--- src/rtl/bch_pkg.sv ---
// Shared constants for the 8-bit parallel BCH(t=8, GF(2^13)) encoder.
// The generator polynomial is derived at elaboration from the field's primitive polynomial.
package bch_pkg;

    localparam int unsigned GF_M          = 13;
    localparam int unsigned T             = 8;
    localparam int unsigned PAR_BITS      = GF_M * T;
    localparam int unsigned K_BYTES_DEF   = 512;
    localparam int unsigned PAR_BYTES_DEF = PAR_BITS / 8;

    // x^13 + x^4 + x^3 + x + 1, leading term implied
    localparam logic [GF_M-1:0] PRIM_POLY = 13'h001B;

    localparam logic [0:0] StData   = 1'b0;
    localparam logic [0:0] StParity = 1'b1;

    function automatic logic [GF_M-1:0] gf_mul(input logic [GF_M-1:0] a,
                                              input logic [GF_M-1:0] b);
        logic [GF_M-1:0] r;
        logic [GF_M-1:0] x;
        r = '0;
        x = a;
        for (int i = 0; i < int'(GF_M); i++) begin
            if (b[i]) r = r ^ x;
            x = x[GF_M-1] ? ({x[GF_M-2:0], 1'b0} ^ PRIM_POLY) : {x[GF_M-2:0], 1'b0};
        end
        return r;
    endfunction

    // g(x) = product of the minimal polynomials of alpha^1, alpha^3, ..., alpha^(2T-1)
    function automatic logic [PAR_BITS-1:0] calc_gen_poly();
        logic [PAR_BITS:0] g;
        logic [PAR_BITS:0] acc;
        logic [GF_M-1:0]   beta;
        logic [GF_M-1:0]   conj;
        logic [GF_M-1:0]   mp [GF_M+1];
        g    = {{PAR_BITS{1'b0}}, 1'b1};
        beta = 13'd2;
        for (int i = 1; i < int'(2 * T); i += 2) begin
            for (int k = 0; k <= int'(GF_M); k++) mp[k] = '0;
            mp[0] = 13'd1;
            conj  = beta;
            for (int j = 0; j < int'(GF_M); j++) begin
                for (int k = GF_M; k > 0; k--) mp[k] = mp[k-1] ^ gf_mul(mp[k], conj);
                mp[0] = gf_mul(mp[0], conj);
                conj  = gf_mul(conj, conj);
            end
            acc = '0;
            for (int k = 0; k <= int'(GF_M); k++) begin
                if (mp[k][0]) acc = acc ^ (g << k);
            end
            g    = acc;
            beta = gf_mul(beta, 13'd4);
        end
        return g[PAR_BITS-1:0];
    endfunction

    localparam logic [PAR_BITS-1:0] GEN_POLY = calc_gen_poly();

endpackage

--- src/rtl/bch_encoder_8_lfsr.sv ---
// One byte-wide step of the systematic remainder register, MSB of the byte first.
module bch_lfsr_step8
    import bch_pkg::*;
(
    input  logic [PAR_BITS-1:0] rem_i,
    input  logic [7:0]          data_i,
    output logic [PAR_BITS-1:0] rem_o
);

    logic [PAR_BITS-1:0] r;
    logic                fb;

    always_comb begin
        r  = rem_i;
        fb = 1'b0;
        for (int i = 7; i >= 0; i--) begin
            fb = r[PAR_BITS-1] ^ data_i[i];
            r  = {r[PAR_BITS-2:0], 1'b0} ^ ({PAR_BITS{fb}} & GEN_POLY);
        end
        rem_o = r;
    end

endmodule

--- src/rtl/bch_encoder_8.sv ---
// Streaming systematic BCH encoder: forwards K_BYTES message bytes, then PAR_BYTES parity bytes.
// Single output register stage with valid/ready on both sides.
module bch_encoder_8
    import bch_pkg::*;
#(
    parameter int unsigned K_BYTES   = K_BYTES_DEF,
    parameter int unsigned PAR_BYTES = PAR_BYTES_DEF
) (
    input  logic       clk,
    input  logic       rst,
    input  logic       in_valid,
    output logic       in_ready,
    input  logic [7:0] in_data,
    output logic       out_valid,
    input  logic       out_ready,
    output logic [7:0] out_data,
    output logic       out_last
);

    localparam int unsigned CntMax = (K_BYTES > PAR_BYTES) ? K_BYTES : PAR_BYTES;
    localparam int unsigned CntW   = (CntMax > 1) ? $clog2(CntMax) : 1;
    localparam logic [CntW-1:0] LastMsg = CntW'(K_BYTES - 1);
    localparam logic [CntW-1:0] LastPar = CntW'(PAR_BYTES - 1);

    logic [0:0]          state_q,     state_d;
    logic [CntW-1:0]     cnt_q,       cnt_d;
    logic [PAR_BITS-1:0] rem_q,       rem_d;
    logic                out_valid_q, out_valid_d;
    logic                out_last_q,  out_last_d;
    logic [7:0]          out_data_q,  out_data_d;

    logic [PAR_BITS-1:0] rem_step;
    logic                out_free;
    logic                accept;

    bch_lfsr_step8 u_lfsr_step (
        .rem_i  (rem_q),
        .data_i (in_data),
        .rem_o  (rem_step)
    );

    assign out_free  = !out_valid_q || out_ready;
    assign in_ready  = !rst && (state_q == StData) && out_free;
    assign accept    = in_valid && in_ready;

    assign out_valid = out_valid_q;
    assign out_last  = out_last_q;
    assign out_data  = out_data_q;

    always_comb begin
        state_d     = state_q;
        cnt_d       = cnt_q;
        rem_d       = rem_q;
        out_valid_d = out_valid_q;
        out_last_d  = out_last_q;
        out_data_d  = out_data_q;

        if (out_valid_q && out_ready) begin
            out_valid_d = 1'b0;
            out_last_d  = 1'b0;
        end

        case (state_q)
            StParity: begin
                if (out_free) begin
                    out_data_d  = rem_q[PAR_BITS-1 -: 8];
                    rem_d       = {rem_q[PAR_BITS-9:0], 8'h00};
                    out_valid_d = 1'b1;
                    out_last_d  = (cnt_q == LastPar);
                    // Leaving on load of the last parity byte keeps the next message gap-free
                    if (cnt_q == LastPar) begin
                        state_d = StData;
                        cnt_d   = '0;
                        rem_d   = '0;
                    end else begin
                        cnt_d = cnt_q + CntW'(1);
                    end
                end
            end
            default: begin
                if (accept) begin
                    out_data_d  = in_data;
                    out_valid_d = 1'b1;
                    out_last_d  = 1'b0;
                    rem_d       = rem_step;
                    if (cnt_q == LastMsg) begin
                        state_d = StParity;
                        cnt_d   = '0;
                    end else begin
                        cnt_d = cnt_q + CntW'(1);
                    end
                end
            end
        endcase
    end

    always_ff @(posedge clk) begin
        if (rst) begin
            state_q     <= StData;
            cnt_q       <= '0;
            rem_q       <= '0;
            out_valid_q <= 1'b0;
            out_last_q  <= 1'b0;
            out_data_q  <= '0;
        end else begin
            state_q     <= state_d;
            cnt_q       <= cnt_d;
            rem_q       <= rem_d;
            out_valid_q <= out_valid_d;
            out_last_q  <= out_last_d;
            out_data_q  <= out_data_d;
        end
    end

endmodule

--- config.mk ---
export PLATFORM = sky130hd
export DESIGN_NAME = bch_encoder_8
export DESIGN_NICKNAME = d
export VERILOG_FILES = /design/src/rtl/bch_pkg.sv /design/src/rtl/bch_encoder_8_lfsr.sv /design/src/rtl/bch_encoder_8.sv
export SDC_FILE = /design/constraint.sdc
export NUM_CORES = 1
export LEC_CHECK = 0
export CORE_UTILIZATION = 40
export DETAILED_ROUTE_END_ITERATION = 6
export GPL_ROUTABILITY_DRIVEN = 0
export SYNTH_ARGS = -nofsm -noshare
export SYNTH_HDL_FRONTEND = slang
export SYNTH_HIERARCHICAL = 1
export SYNTH_SLANG_ARGS = --single-unit
--- constraint.sdc ---
create_clock -name clk -period 3.2 [get_ports clk]
set_input_delay 0.48 -clock clk [delete_from_list [all_inputs] [get_ports clk]]
set_output_delay 0.48 -clock clk [all_outputs]
set_load 0.02 [all_outputs]
==> metrics.md, run 1 <==
| Metric | Value |
|---|---|
| Outcome | `completed` |
| Share of flip-flops with an asynchronous set or reset | `0%` |
| Hold Crit Start | `out_last` |
| Vias in the first global route | `5511` |
| Routed WL per cell | `17.8 um` |
| Die W | `137 um` |
| Largest family of logic cells by synthesized area | `XOR/XNOR gates` |
| DRC viols | `0` |
| Setup Fix Bufs, Post-CTS | `0` |
| Adder-cell share of the synthesized area | `0.683%` |
| Post_cts resized | `0` |
| Class of the worst hold path | `reg -> reg` |
| Worst-path clk slew | `0.06 ns` |
| CTS Sinks | `124` |
| CTS buffer count | `17` |
| TritonCTS clock tree | `built` |
| Switch share | `34.0%` |
| Mux contribution to synthesized area | `1.09%` |
| Final nets | `838` |
| Worst-path fanout max | `6` |
| CP Cell Sequence | `clkdlybuf4s50_1 > xor2_4 > xnor3_1 > xor2_1 > buf_4 > buf_4 > xnor3_1 > a221oi_1 > nor3_1` |
| Final Hold Fails | `0` |
| R2R depth | `8` |
| Critical path endpoint category | `flop` |
| Worst clock skew | `0.0162 ns` |
| Clk Tree Root Cell | `clkbuf_16` |
| Hold Buf Count CTS | `0` |
| Num rows | `49` |
| Leading cell type in the layout, fill and taps excluded | `xnor2_1` |
| Post-synth EDFFs | `0` |
| H-tree levels | `4` |
| Mapped Cells | `785` |
| First-pass GRT wire length | `30700 um` |
| Clock power frac | `26.2%` |
| Die Ht | `137 um` |
| Placed Cells | `1032` |
| Hpwl dp | `12100 um` |
| Sequential Power Share | `26.3%` |
| FF-to-FF Start | `rem_q[103]` |
| Area added between synthesis and finish | `18.4%` |
| Final min period | `2.78 ns` |
| Logic gate share of total power | `47.5%` |
| Post-DP Area | `8090 sq um` |
| Top Ports | `23` |
| Internal power | `4.83 mW` |
| Final period util | `87.0%` |
| Critical-path cell with the highest stage delay | `clkdlybuf4s50_1` |
| Top achievable clock speed | `359 MHz` |
| Vias per cell | `5.50` |
| Most frequent cells in the layout | `xnor2_1, dfxtp_1, nor2_1` |
| Routed WL | `19000 um` |
| WHS Endpoint | `out_last` |
| Worst-margin pin slew | `1.10 ns` |
| Worst setup path class | `in -> reg` |
| Xor/xnor cell area share of the yosys netlist | `29.4%` |
| Crit path required time | `3.47 ns` |
| Antenna diodes | `0` |
| Cell Count, Final, Fillers Out | `1063` |
| Power Density | `843 nW/um^2` |
| Clock latency at the later pin of the worst-skew pair | `0.43 ns` |
| Crit-path leading delay family | `XOR/XNOR gates` |
| Mean Syn Cell Area | `9.33 sq um` |
| Clock tree buffer depth | `2` |
| Fin. max-slew vios | `0` |
| Post-Synth Simple-Gate Area | `14.6%` |
| Seq/Total Area, Yosys | `33.9%` |
| Initial core utilization | `40.8%` |
| Fraction of layout cells with a size suffix above 1 | `13.9%` |
| Fin area | `8670 sq um` |
| Detailed Route Iter0 Violations | `438` |
| Initial DRT Pass Iterations | `4` |
| Number of max-cap violations | `0` |
| Synth Area in Compound Gates | `15.3%` |
| Max IR drop VDD | `0.518 mV` |
| RR Endpoint | `rem_q[16]` |
| Total global-route track usage | `21.5%` |
| Post-Syn Area | `7330 sq um` |
| Hold Crit Depth | `2` |
| Synth Flop Type | `dfxtp_1` |
| Initial antenna violation count | `0` |
| Max transition margin | `26.5%` |
| Switching component of the power | `2.48 mW` |
| Buf+Inv Stages, Crit Path | `3` |
| Setup Viol. Count Final | `0` |
| Slowest cell delay on critical path | `0.66 ns` |
| Yosys Warn Count | `6` |
| DIE AREA | `18900 sq um` |
| Unrepaired setup endpoints after global routing | `no` |
| WP data arrival | `3.05 ns` |
| Port Buffer Count | `22` |
| Yosys cell types | `44` |
| P_leak | `3.15 nW` |
| Synth Register Bits | `124` |
| Core ar. | `18000 sq um` |
| Startpoint Class | `primary input` |
| R2R setup slack | `0.60 ns` |
| Crit path depth | `9` |
| Pin count of the biggest net entering global routing | `99` |
| Post-route ant nets | `0` |
| Fin Hold WS | `0.478 ns` |
| Via Count | `5851` |
| Syn_nets | `801` |
| GRT overflow | `0` |
[metal layers]
| metal | vias up | track usage [%] | routed length (um) |
|---|---|---|---|
| met5 | - | 0 | 0 |
| met4 | 0 | 8.91 | 316 |
| met3 | 17 | 3.75 | 699 |
| met2 | 93 | 34.0 | 9110 |
| met1 | 2853 | 28.9 | 8830 |
| li1 | 2888 | - | - |
[power groups by stage]
stage / combinational [mW] / clock, mW / sequential (mW)
after global placement: 3.44 / 0 / 1.95
after global routing: 3.75 / 2.03 / 1.95
final: 3.47 / 1.91 / 1.93
after floorplan: 2.61 / 0 / 1.92
after CTS: 3.49 / 1.95 / 1.93
after detailed placement: 3.46 / 0 / 1.96
[cell usage after synthesis, drive strengths merged, types with 2 or more instances]
master | instances | share of area [%]
a211oi | 9 | 0.92
a21oi | 10 | 0.73
a221oi | 96 | 11
a22o | 8 | 0.96
buf | 31 | 2.9
clkbuf | 38 | 1.9
dfxtp | 124 | 34
ha | 4 | 0.68
inv | 4 | 0.20
mux2i | 8 | 1.1
nand2 | 12 | 0.61
nand3 | 4 | 0.27
nand4 | 2 | 0.17
nor2 | 110 | 5.6
nor3 | 97 | 6.6
o2111ai | 2 | 0.24
o21ai | 2 | 0.19
o31ai | 3 | 0.31
or4 | 2 | 0.20
xnor2 | 159 | 20
xnor3 | 13 | 4.0
xor2 | 34 | 4.8
[state kept, by name, summed over array words and instances, names as in the netlist]
name and count:
rem_q 104, cnt_q 9, out_last 1, out_valid 1
out_data 8, state_q 1
[area by class of cell]
| type | instances | area (sq um) |
|---|---|---|
| fillers | 1692 | 9290 |
| multi-input cells | 588 | 4510 |
| inverters | 4 | 15.0 |
| clock buffers | 25 | 495 |
| repair buffers | 87 | 793 |
| well taps | 229 | 287 |
| clock inverters | 6 | 85.1 |
| flip-flops and latches | 124 | 2480 |
[cells by family after synthesis]
| family | after synthesis |
|---|---|
| compound gates | 134 |
| xor+xnor | 207 |
| fa+ha+maj | 4 |
| buf+inv | 73 |
| flops | 124 |
| mux | 8 |
| simple gates | 235 |
[per-stage QoR]
stage	worst slack, ns	total power [mW]	utilization [%]	TNS [ns]
after floorplan	0.734	4.53	-	0
after global placement	0.00169	5.39	45.0	0
after detailed placement	-0.0201	5.42	45.0	-0.0201
after CTS	0.426	7.37	48.3	0
after global routing	0.235	7.73	48.3	0
final	0.416	7.31	48.3	0
[worst max-delay path by stage]
stage               start        end  slack [ns]
2_1_floorplan  in_data[6]  rem_q[96]        0.73
3_3_place_gp   in_data[7]  rem_q[16]       0.002
3_5_place_dp   in_data[7]  rem_q[16]       -0.02
4_1_cts        in_data[7]  rem_q[16]        0.43
5_1_grt        in_data[7]  rem_q[16]        0.24
6_report       in_data[7]  rem_q[16]        0.42
[worst min-delay path, stage by stage (launching register included)]
cell and delay (ns):
dfxtp_1 0.31, nand2_1 0.06, a21oi_1 0.06
Note: power is estimated with default switching activity, not from simulation.
==> run 2, diff against run 1 <==
--- a/config.mk
+++ b/config.mk
@@ -5,6 +5,7 @@
 export SDC_FILE = /design/constraint.sdc
 export NUM_CORES = 1
 export LEC_CHECK = 0
+export CORE_MARGIN = 3
 export CORE_UTILIZATION = 40
 export DETAILED_ROUTE_END_ITERATION = 6
 export GPL_ROUTABILITY_DRIVEN = 0
==> run 2 against run 1 <==
Net effect: critical path depth stayed put; first-iteration DRC count up 7.3%; via count is 2.3% higher; core utilization is 0.18 points higher; power is 0.59% lower; critical path type unchanged; largest power group unchanged.
==> metrics.md, run 2 (synthesized netlist as in run 1, its figures left out) <==
| Metric | Value |
|---|---|
| Placed Cells | `1010` |
| Fillers | `1664` |
| Crit path required time | `3.46 ns` |
| Clock latency at the later pin of the worst-skew pair | `0.42 ns` |
| Fin. max-slew vios | `0` |
| Detailed Route Iter0 Violations | `470` |
| Final nets | `820` |
| Pin count of the biggest net entering global routing | `99` |
| Die Ht | `141 um` |
| Area added between synthesis and finish | `16.4%` |
| Cell Count, Final, Fillers Out | `1042` |
| FF/Latch Area | `2480 sq um` |
| Worst-path clk slew | `0.06 ns` |
| Crit path depth | `9` |
| Antenna diodes | `0` |
| CP Cell Sequence | `clkdlybuf4s50_1 > xor2_4 > xnor3_1 > xor2_1 > buf_4 > buf_12 > xnor2_1 > a221oi_1 > nor3_1` |
| Unrepaired setup endpoints after global routing | `no` |
| Max FFs per register | `104` |
| Worst-margin pin slew | `1.08 ns` |
| Leading cell type in the layout, fill and taps excluded | `xnor2_1` |
| Final Hold Fails | `0` |
| Die W | `141 um` |
| Crit-path leading delay family | `buffers and inverters` |
| DP Worst Slack | `-0.0365 ns` |
| Setup slack after layout | `0.425 ns` |
| WP data arrival | `3.04 ns` |
| Setup TNS | `0 ns` |
| GRT overflow | `0` |
| Largest Register | `rem_q` |
| R2R depth | `8` |
| Post_cts resized | `0` |
| DIE AREA | `20000 sq um` |
| Slowest cell delay on critical path | `0.68 ns` |
| Core Util, Final | `48.4%` |
| Clock tree buffer depth | `2` |
| Initial core utilization | `41.6%` |
| Final Total Pwr | `7.27 mW` |
| Top Ports | `23` |
| Power Density | `853 nW/um^2` |
| Setup Fix Bufs, Post-CTS | `0` |
| Via Count | `5985` |
| Final period util | `86.7%` |
| TritonCTS clock tree | `built` |
| Total global-route track usage | `20.0%` |
| Outcome | `completed` |
| Top achievable clock speed | `360 MHz` |
| Clk Tree Root Cell | `clkbuf_16` |
| First-pass GRT wire length | `31800 um` |
| CTS Sinks | `124` |
| Routed WL per cell | `18.7 um` |
| Initial DRT Pass Iterations | `5` |
| Hold Crit Depth | `2` |
| Worst-path fanout max | `11` |
| Class of the worst hold path | `in -> reg` |
| Initial antenna violation count | `0` |
| Fin Hold WS | `0.478 ns` |
| P_leak | `3.06 nW` |
| CTS buffer count | `17` |
| Critical path endpoint category | `flop` |
| Startpoint Class | `primary input` |
| Max IR drop VDD | `0.528 mV` |
| Post-DP Area | `7940 sq um` |
| Final min period | `2.78 ns` |
| Fraction of layout cells with a size suffix above 1 | `12.5%` |
| Buf+Inv Stages, Crit Path | `3` |
| Hold Buf Count CTS | `0` |
| Num rows | `48` |
| Max transition margin | `28.2%` |
| H-tree levels | `4` |
| Routed WL | `19500 um` |
| Area taken by multi-input logic gates | `4510 sq um` |
| Critical-path cell with the highest stage delay | `clkdlybuf4s50_1` |
| Post-route ant nets | `0` |
| Vias in the first global route | `5744` |
| Vias per cell | `5.74` |
| Worst setup path class | `in -> reg` |
| Fin area | `8530 sq um` |
| Setup Viol. Count Final | `0` |
| Port Buffer Count | `22` |
| Number of max-cap violations | `0` |
| Core ar. | `17600 sq um` |
| DRC viols | `0` |
| Worst clock skew | `0.00868 ns` |
| Most frequent cells in the layout | `xnor2_1, dfxtp_1, nor2_1` |
| Hpwl dp | `12700 um` |
[run 2: changes by cell type in the layout (fill, tap and decap cells not counted), sizes merged]
cell,delta
clkbuf,-4
clkinvlp,+3
buf,-18
clkinv,+2
[run 2: metal layers]
layer | up-vias | wire, um | track usage, %
met2 | 106 | 9270 | 31.9
li1 | 2854 | - | -
met4 | 0 | 425 | 7.29
met3 | 25 | 619 | 4.08
met1 | 3000 | 9210 | 27.0
met5 | - | 0 | 0
[run 2: final timing paths]
check	start	endpoint	slack, ns
setup / recovery	in_data[7]	rem_q[33]	0.42
setup reg to reg	rem_q[103]	rem_q[33]	0.63
hold reg to reg	out_last	out_last	0.48
hold / removal	rst	state_q	0.48
[run 2: area by class of cell]
cell class	count	area share [%]
multi-input combinational	588	52.9
sequential	124	29.1
timing repair buffer	69	7.57
clock buffer	21	5.52
tap	225	3.30
clock inverter	11	1.38
inverter	4	0.176
[run 2: report_power, final]
| group | leakage (nW) | total [mW] | switching (mW) | internal [mW] |
|---|---|---|---|---|
| clock | 0.277 | 1.92 | 0.724 | 1.20 |
| combinational | 1.76 | 3.41 | 1.63 | 1.78 |
| sequential | 1.02 | 1.94 | 0.199 | 1.74 |
==> run 3, diff against run 2 <==
--- a/config.mk
+++ b/config.mk
@@ -5,6 +5,7 @@
 export SDC_FILE = /design/constraint.sdc
 export NUM_CORES = 1
 export LEC_CHECK = 0
+export ABC_CLOCK_PERIOD_IN_PS = 3200
 export CORE_MARGIN = 3
 export CORE_UTILIZATION = 40
 export DETAILED_ROUTE_END_ITERATION = 6
==> constraint.sdc (replaced) <==
create_clock -name clk -period 3.2 [get_ports clk]
set_input_delay 0.48 -clock clk [delete_from_list [all_inputs] [get_ports clk]]
set_output_delay 0.48 -clock clk [all_outputs]
set_load 0.01 [all_outputs]
==> run 3 against run 2 <==
Net effect: critical path depth unchanged; highest routed layer unchanged; routed wire length increased by 1.3%; clock skew about the same; largest power group unchanged; sequential share of layout area increased by 0.13 points; design area decreased by 0.45%.
==> metrics.md, run 3 (synthesized netlist as in run 1, its figures left out) <==
| Metric | Value |
|---|---|
| Final min period | `2.77 ns` |
| Hold Crit Depth | `2` |
| Worst-path clk slew | `0.06 ns` |
| WHS Endpoint | `out_last` |
| Setup Fix Bufs, Post-CTS | `0` |
| RR Endpoint | `rem_q[15]` |
| R2R depth | `7` |
| Final Hold Fails | `0` |
| Outcome | `completed` |
| Cell Count, Final, Fillers Out | `1041` |
| Post_cts resized | `0` |
| Number of max-cap violations | `0` |
| Most frequent cells in the layout | `xnor2_1, dfxtp_1, nor2_1` |
| Pin count of the biggest net entering global routing | `99` |
| First-pass GRT wire length | `31800 um` |
| Core Util, Final | `48.2%` |
| Largest Register | `rem_q` |
| GRT overflow | `0` |
| Die W | `141 um` |
| Fin. max-slew vios | `0` |
| Crit path required time | `3.48 ns` |
| WP data arrival | `3.05 ns` |
| Max transition margin | `27.0%` |
| Worst-path fanout max | `11` |
| Initial DRT Pass Iterations | `5` |
| Startpoint Class | `primary input` |
| Top Ports | `23` |
| Hpwl dp | `12700 um` |
| Core ar. | `17600 sq um` |
| Via Count | `6056` |
| CTS buffer count | `17` |
| DIE AREA | `20000 sq um` |
| Setup slack after layout | `0.428 ns` |
| Max FFs per register | `104` |
| Clock latency at the later pin of the worst-skew pair | `0.42 ns` |
| DP Worst Slack | `-0.0213 ns` |
| Class of the worst hold path | `in -> reg` |
| Total global-route track usage | `20.0%` |
| Worst clock skew | `0.00879 ns` |
| Post-DP Area | `7890 sq um` |
| Hold Buf Count CTS | `0` |
| P_leak | `3.05 nW` |
| Routed WL per cell | `19.0 um` |
| Fin area | `8490 sq um` |
| Clock tree buffer depth | `2` |
| Antenna diodes | `0` |
| Post-route ant nets | `0` |
| Port Buffer Count | `22` |
| TritonCTS clock tree | `built` |
| R2R setup slack | `0.63 ns` |
| Num rows | `48` |
| Worst-margin pin slew | `1.09 ns` |
| Detailed Route Iter0 Violations | `476` |
| Max IR drop VDD | `0.489 mV` |
| Final period util | `86.6%` |
| Initial core utilization | `41.6%` |
| Vias per cell | `5.82` |
| Top achievable clock speed | `361 MHz` |
| Critical path endpoint category | `flop` |
| Initial antenna violation count | `0` |
| Clk Tree Root Cell | `clkbuf_16` |
| FF-to-FF Start | `rem_q[96]` |
| Worst setup path class | `in -> reg` |
| Area added between synthesis and finish | `15.8%` |
| Placed Cells | `1009` |
| DRC viols | `0` |
| CTS Sinks | `124` |
| Final nets | `819` |
| Setup Viol. Count Final | `0` |
| Final Total Pwr | `7.32 mW` |
| Leading cell type in the layout, fill and taps excluded | `xnor2_1` |
| Hold Crit Start | `rst` |
| Die Ht | `141 um` |
| Unrepaired setup endpoints after global routing | `no` |
| Routed WL | `19800 um` |
| H-tree levels | `4` |
| Vias in the first global route | `5760` |
| Fraction of layout cells with a size suffix above 1 | `12.1%` |
| Power Density | `862 nW/um^2` |
==> run 3: worst max-delay path by stage <==
stage / startpoint / end
2_1_floorplan: in_data[6] / rem_q[96]
3_3_place_gp: in_data[7] / rem_q[33]
3_5_place_dp: in_data[7] / rem_q[33]
4_1_cts: in_data[7] / rem_q[33]
5_1_grt: in_data[7] / rem_q[33]
6_report: in_data[7] / rem_q[33]
==> run 3: metal layers <==
metal | share of wire, % | track usage (%)
met1 | 46 | 27.4
met2 | 48 | 31.6
met3 | 4.3 | 3.91
met4 | 2.1 | 6.63
met5 | 0 | 0
==> run 3: worst max-delay path: stages <==
cell,delay (ns)
clkdlybuf4s50_1,0.67
xor2_4,0.19
xnor3_1,0.47
xor2_1,0.19
buf_4,0.19
buf_12,0.15
xnor2_1,0.13
a221oi_1,0.50
nor3_1,0.10
==> run 3: layout make-up <==
class | instances | area [sq um]
fill | 1633 | 9110
multi-input combinational | 588 | 4510
sequential | 124 | 2480
timing repair buffer | 68 | 601
clock buffer | 21 | 450
tap | 225 | 282
clock inverter | 11 | 144
inverter | 4 | 15.0
==> run 3: where the power goes <==
part | internal, mW | switching [mW]
registers | 1.74 | 0.198
clock network | 1.24 | 0.741
logic | 1.78 | 1.62
total | 4.76 | 2.55
==> run 3: stage by stage <==
step                      hold WS [ns]  TNS (ns)
after global routing             0.334         0
after floorplan                  0.467         0
after CTS                        0.326         0
after global placement           0.452   -0.0272
after detailed placement         0.458   -0.0213
final                            0.343         0
